**config.mk**
```make
export PLATFORM = sky130hd
export DESIGN_NAME = alu_core_flat
export DESIGN_NICKNAME = d
export VERILOG_FILES = /design/src/rtl/alu_pkg.sv /design/src/rtl/alu_if.sv /design/src/rtl/alu_comb.sv /design/src/rtl/alu_core.sv /design/src/flat_wrapper.sv
export SDC_FILE = /design/constraint.sdc
export NUM_CORES = 1
export LEC_CHECK = 0
export CORE_ASPECT_RATIO = 0.75
export CORE_MARGIN = 10
export CORE_UTILIZATION = 55
export CTS_CLUSTER_SIZE = 16
export DETAILED_ROUTE_END_ITERATION = 16
export GPL_ROUTABILITY_DRIVEN = 1
export PLACE_DENSITY = 0.9
export RECOVER_POWER = 50
export SYNTH_ARGS = -nofsm -noshare
export SYNTH_HDL_FRONTEND = slang
export SYNTH_SLANG_ARGS = --single-unit
```
**constraint.sdc**
```tcl
create_clock -name clk -period 5.5 [get_ports clk]
set_clock_uncertainty 0.2 [all_clocks]
set_input_delay 0.55 -clock clk [delete_from_list [all_inputs] [get_ports clk]]
set_output_delay 0.55 -clock clk [all_outputs]
set_load 0.03 [all_outputs]
```
**src/rtl/alu_pkg.sv**
```systemverilog
// Shared op_code encodings and types for the registered ALU.
// Optional signed-overflow flag is enabled with `define ALU_OVF_FLAG_EN.
package alu_pkg;

   typedef logic [2:0] op_t;

   localparam op_t OP_ADD = 3'b000;
   localparam op_t OP_SUB = 3'b001;
   localparam op_t OP_AND = 3'b010;
   localparam op_t OP_OR  = 3'b011;
   localparam op_t OP_XOR = 3'b100;
   localparam op_t OP_EQ  = 3'b101;
   localparam op_t OP_GT  = 3'b110;
   localparam op_t OP_SHL = 3'b111;

endpackage : alu_pkg

```
**src/rtl/alu_if.sv**
```systemverilog
// Request/response bundle between a requester (master) and the ALU (slave).
// ovf_flag is present only when ALU_OVF_FLAG_EN is defined.
interface alu_if #(
   parameter int unsigned WIDTH = 8
);
   import alu_pkg::*;

   logic             in_valid;
   logic [WIDTH-1:0] A;
   logic [WIDTH-1:0] B;
   op_t              op_code;
   logic             out_valid;
   logic [WIDTH-1:0] result;
   logic             zero_flag;
   logic             carry_flag;
`ifdef ALU_OVF_FLAG_EN
   logic             ovf_flag;
`endif

   modport master (
      output in_valid, A, B, op_code,
      input  out_valid, result, zero_flag, carry_flag
`ifdef ALU_OVF_FLAG_EN
      , input ovf_flag
`endif
   );

   modport slave (
      input  in_valid, A, B, op_code,
      output out_valid, result, zero_flag, carry_flag
`ifdef ALU_OVF_FLAG_EN
      , output ovf_flag
`endif
   );

endinterface : alu_if

```
**src/rtl/alu_comb.sv**
```systemverilog
// Combinational ALU datapath: next result, carry and (optionally) signed overflow.
// ovf_c exists only when ALU_OVF_FLAG_EN is defined.
module alu_comb
   import alu_pkg::*;
#(
   parameter int unsigned WIDTH = 8
) (
   input  logic [WIDTH-1:0] A,
   input  logic [WIDTH-1:0] B,
   input  op_t              op_code,
   output logic [WIDTH-1:0] result_c,
   output logic             carry_c
`ifdef ALU_OVF_FLAG_EN
   ,
   output logic             ovf_c
`endif
);

   localparam int unsigned MSB = WIDTH - 1;

   logic [WIDTH:0] sum_ext;
   logic [WIDTH:0] diff_ext;

   // Extended by one bit so the top bit is carry-out for ADD and borrow for SUB.
   assign sum_ext  = {1'b0, A} + {1'b0, B};
   assign diff_ext = {1'b0, A} - {1'b0, B};

   always_comb begin
      result_c = '0;
      carry_c  = 1'b0;
      case (op_code)
         OP_ADD: begin
            result_c = sum_ext[WIDTH-1:0];
            carry_c  = sum_ext[WIDTH];
         end
         OP_SUB: begin
            result_c = diff_ext[WIDTH-1:0];
            carry_c  = diff_ext[WIDTH];
         end
         OP_AND: result_c = A & B;
         OP_OR:  result_c = A | B;
         OP_XOR: result_c = A ^ B;
         OP_EQ:  result_c = WIDTH'(A == B);
         OP_GT:  result_c = WIDTH'(A > B);
         OP_SHL: begin
            result_c = {A[WIDTH-2:0], 1'b0};
            carry_c  = A[MSB];
         end
         default: begin
            result_c = '0;
            carry_c  = 1'b0;
         end
      endcase
   end

`ifdef ALU_OVF_FLAG_EN
   // Two's-complement overflow: result sign disagrees with what the operand signs allow.
   always_comb begin
      ovf_c = 1'b0;
      case (op_code)
         OP_ADD:  ovf_c = (A[MSB] == B[MSB]) && (sum_ext[MSB]  != A[MSB]);
         OP_SUB:  ovf_c = (A[MSB] != B[MSB]) && (diff_ext[MSB] != A[MSB]);
         default: ovf_c = 1'b0;
      endcase
   end
`endif

endmodule : alu_comb

```
**src/rtl/alu_core.sv**
```systemverilog
// Registered WIDTH-bit ALU: one-cycle latency, result/flags hold while idle.
// Define ALU_OVF_FLAG_EN to add the registered signed-overflow flag.
module alu_core
   import alu_pkg::*;
#(
   parameter int unsigned WIDTH = 8
) (
   input logic  clk,
   input logic  rst,
   alu_if.slave bus
);

   logic [WIDTH-1:0] result_c;
   logic             carry_c;
`ifdef ALU_OVF_FLAG_EN
   logic             ovf_c;
`endif

   alu_comb #(
      .WIDTH (WIDTH)
   ) u_alu_comb (
      .A        (bus.A),
      .B        (bus.B),
      .op_code  (bus.op_code),
      .result_c (result_c),
      .carry_c  (carry_c)
`ifdef ALU_OVF_FLAG_EN
      ,
      .ovf_c    (ovf_c)
`endif
   );

   // Capture on accepted request; reset wins over a same-cycle request.
   always_ff @(posedge clk) begin
      if (rst) begin
         bus.out_valid  <= 1'b0;
         bus.result     <= '0;
         bus.zero_flag  <= 1'b0;
         bus.carry_flag <= 1'b0;
`ifdef ALU_OVF_FLAG_EN
         bus.ovf_flag   <= 1'b0;
`endif
      end else begin
         bus.out_valid <= bus.in_valid;
         if (bus.in_valid) begin
            bus.result     <= result_c;
            bus.zero_flag  <= (result_c == '0);
            bus.carry_flag <= carry_c;
`ifdef ALU_OVF_FLAG_EN
            bus.ovf_flag   <= ovf_c;
`endif
         end
      end
   end

endmodule : alu_core

```
**src/flat_wrapper.sv**
```systemverilog
// flat-port wrapper written by rule: the top's interface ports become plain ports
module alu_core_flat import alu_pkg::*;
#(
   parameter int unsigned WIDTH = 8
)
  (clk, rst, bus_in_valid, bus_A, bus_B, bus_op_code, bus_out_valid, bus_result, bus_zero_flag, bus_carry_flag);
  alu_if #(.WIDTH(WIDTH)) bus_i ();
  input logic clk;
  input logic rst;
  input wire logic [$bits(bus_i.in_valid)-1:0] bus_in_valid;
  input wire logic [$bits(bus_i.A)-1:0] bus_A;
  input wire logic [$bits(bus_i.B)-1:0] bus_B;
  input wire logic [$bits(bus_i.op_code)-1:0] bus_op_code;
  output wire logic [$bits(bus_i.out_valid)-1:0] bus_out_valid;
  output wire logic [$bits(bus_i.result)-1:0] bus_result;
  output wire logic [$bits(bus_i.zero_flag)-1:0] bus_zero_flag;
  output wire logic [$bits(bus_i.carry_flag)-1:0] bus_carry_flag;
  assign bus_i.in_valid = bus_in_valid;
  assign bus_i.A = bus_A;
  assign bus_i.B = bus_B;
  assign bus_i.op_code = bus_op_code;
  assign bus_out_valid = bus_i.out_valid;
  assign bus_result = bus_i.result;
  assign bus_zero_flag = bus_i.zero_flag;
  assign bus_carry_flag = bus_i.carry_flag;
  alu_core #(.WIDTH(WIDTH)) u_core (.clk(clk), .rst(rst), .bus(bus_i));
endmodule
```
==> impl_metrics.env <==
export IMPL_grt_ovfl_total=0
export IMPL_setup_tns_ns=0
export IMPL_drive_gt1_frac=0.0656
export IMPL_fin_total_pwr_mw=0.345
export IMPL_setup_violations=0
export IMPL_cts_buffer_depth=2
export IMPL_cp_max_fo=5
export IMPL_routed_via_density=6.23
export IMPL_layout_setup_ws_ns=2.10
export IMPL_cts_root_buf="clkbuf_8"
export IMPL_path_cells="clkdlybuf4s50_1 -> inv_1 -> ha_1 -> o21bai_1 -> nand2_1 -> a32oi_1 -> mux2_1 -> a211o_1 -> mux2_2 -> nor2_2"
export IMPL_ir_drop_uv=128
export IMPL_postCtsSetupRepairBufs=0
export IMPL_cp_required_ns=5.47
export IMPL_hpwl_microns=3680
export IMPL_cp_end_kind="flip-flop"
export IMPL_final_max_slew_viol_count=0
export IMPL_syn_area_per_cell_sq_um=7.42
export IMPL_routed_wl_microns=4680
export IMPL_final_cell_count_no_fill=297
export IMPL_p_leak_nw=0.920
export IMPL_mostFrequentLayoutCells="inv_1 (24), ha_1 (24), nor2_1 (23)"
export IMPL_synth_top_flop_cell="dfxtp_1"
export IMPL_dp_worst_setup_slack_ns=1.94
export IMPL_fin_area_sq_um=2100
export IMPL_min_period_ns=3.40
export IMPL_synth_fp_nets=286
export IMPL_min_period_over_period=0.618
export IMPL_path_clk_slew_ns=0.05
export IMPL_cts_sinks=11
export IMPL_path_buf_inv=2
export IMPL_ctsHtreeMaxLevel=1
export IMPL_grt_pass1_wl_microns=7850
export IMPL_vias=1850
export IMPL_drtPass1Iterations=6
export IMPL_ys_types=58
export IMPL_fmax_mhz=294
export IMPL_startpoint_type="input port"
export IMPL_netlist_instances=238
export IMPL_synth_warnings=0
export IMPL_cts_tree="done"
export IMPL_min_path_type="flip-flop to flip-flop"
export IMPL_antenna_found_initial=0
export IMPL_maxCapViolations=0
export IMPL_grt_pass1_vias=1656
export IMPL_crit_arrival_ns=3.37
export IMPL_gp_congestion=0.913
export IMPL_powerDensity_nw_per_um2=164
export IMPL_drtIter0Drc=275
export IMPL_worst_path_max_delay_cell="clkdlybuf4s50_1"
export IMPL_synth_seq_cells=11
export IMPL_numCtsBuffers=3
export IMPL_antennaDiodeCount=0
export IMPL_hold_viol_final=0
export IMPL_route_detailed_drc=0
export IMPL_synthToLayoutAreaGrowth_pct=19.1
export IMPL_die_w_microns=85.4
export IMPL_coreArea_sq_um=3020
export IMPL_crit_family="compound AO/OA/AOI/OAI gates"
export IMPL_port_buffers=32
export IMPL_fp_dieH_microns=69.1
export IMPL_io_pins=33
export IMPL_die_area_sq_um=5900
export IMPL_worst_setup_path_type="input port to flip-flop"
export IMPL_yosysSeqAreaShare=0.125
export IMPL_place_inst=293
export IMPL_final_nets=308
export IMPL_rsz0062_at_grt="no"
export IMPL_track_usage=0.150
export IMPL_rows=17
export IMPL_outcome="complete, no violations"
export IMPL_wire_per_inst_microns=15.8
export IMPL_clk_latency_ns=0.23
export IMPL_synth_edf_count=0
export IMPL_place_area_sq_um=2060
export IMPL_initial_core_util=0.585
export IMPL_grt_start_max_net_pins=30
export IMPL_hold_buffers=0
export IMPL_tightestPinTransition_ns=0.970
export IMPL_async_reset_ff_frac=0
export IMPL_slowest_delay_ns=0.54
export IMPL_final_antenna_net_count=0
export IMPL_cts_repair_resized=0
export IMPL_relSlewSlack=0.352
export IMPL_syn_area_sq_um=1770
## power by group
part           internal, mW  switching, mW
Combinational        0.0745          0.103
Clock                0.0507         0.0287
Sequential           0.0857        0.00241
Total                 0.211          0.134
## layer usage
layer  up-vias  track usage  share of wire
li1        901            -              -
met1       822        0.208           0.45
met2       117        0.226           0.43
met3        10       0.0386           0.10
met4         0       0.0254          0.014
met5         -            0              0
## sequential cells by signal, summed over array words and instances, names as in the netlist
| signal | flops |
|---|---|
| u_core.bus.carry_flag | 1 |
| u_core.bus.out_valid | 1 |
| u_core.bus.result | 8 |
| u_core.bus.zero_flag | 1 |
## worst register-to-register path: cells and delay by family (launching register included)
kind                   cells  cell delay, ns
flip-flops                 1            0.32
buffers and inverters      1            0.04
AND/OR/NAND/NOR            1            0.07
multiplexers               1            0.26
## cells by family after synthesis
family | count (synthesis) | synth area share
compound gates | 73 | 0.297
xor+xnor | 4 | 0.0198
fa+ha+maj | 26 | 0.193
buf+inv | 42 | 0.0999
flops | 11 | 0.125
mux | 10 | 0.0595
simple gates | 72 | 0.207
## final timing paths
check,from,end,slack [ns],cells past startpoint
setup / recovery,bus_A[1],u_core.bus.result[7],2.10,10
hold / removal,u_core.bus.result[3],u_core.bus.result[3],0.28,2
setup reg to reg,u_core.bus.result[7],u_core.bus.result[7],4.55,3
hold reg to reg,u_core.bus.result[3],u_core.bus.result[3],0.28,2
## area by class of cell
class                   count  area [sq um]
inverters                  27           101
multi-input cells         185          1370
fillers                   265           916
well taps                  38          47.5
clock buffers               4          45.0
flip-flops and latches     11           220
repair buffers             32           320
## cell usage after synthesis, drive strengths merged, types with 2 or more instances
| master | instances | area (sq um) |
|---|---|---|
| a211oi | 8 | 75.1 |
| a21oi | 13 | 65.1 |
| a221o | 3 | 30.0 |
| a221oi | 4 | 35.0 |
| a31o | 2 | 17.5 |
| a31oi | 2 | 12.5 |
| a32oi | 2 | 17.5 |
| and3 | 3 | 20.0 |
| buf | 12 | 63.8 |
| clkbuf | 3 | 11.3 |
| dfxtp | 11 | 220 |
| fa | 2 | 40.0 |
| ha | 24 | 300 |
| inv | 27 | 101 |
| mux2 | 4 | 45.0 |
| mux2i | 6 | 60.1 |
| nand2 | 16 | 60.1 |
| nand2b | 4 | 25.0 |
| nand3b | 2 | 15.0 |
| nand4 | 3 | 18.8 |
| nor2 | 24 | 92.6 |
| nor2b | 2 | 12.5 |
| nor3 | 9 | 50.1 |
| o2111ai | 3 | 26.3 |
| o211ai | 2 | 15.0 |
| o21a | 3 | 22.5 |
| o21ai | 14 | 70.1 |
| o21bai | 5 | 37.5 |
| or4 | 2 | 22.5 |
| xnor2 | 4 | 35.0 |
## stage by stage
stage                     utilization  hold slack (ns)
final                           0.697            0.283
after global routing            0.697            0.315
after CTS                       0.697            0.287
after detailed placement        0.682            0.279
after global placement          0.682            0.263
after floorplan                     -            0.398
(Power assumes the default switching activity.)
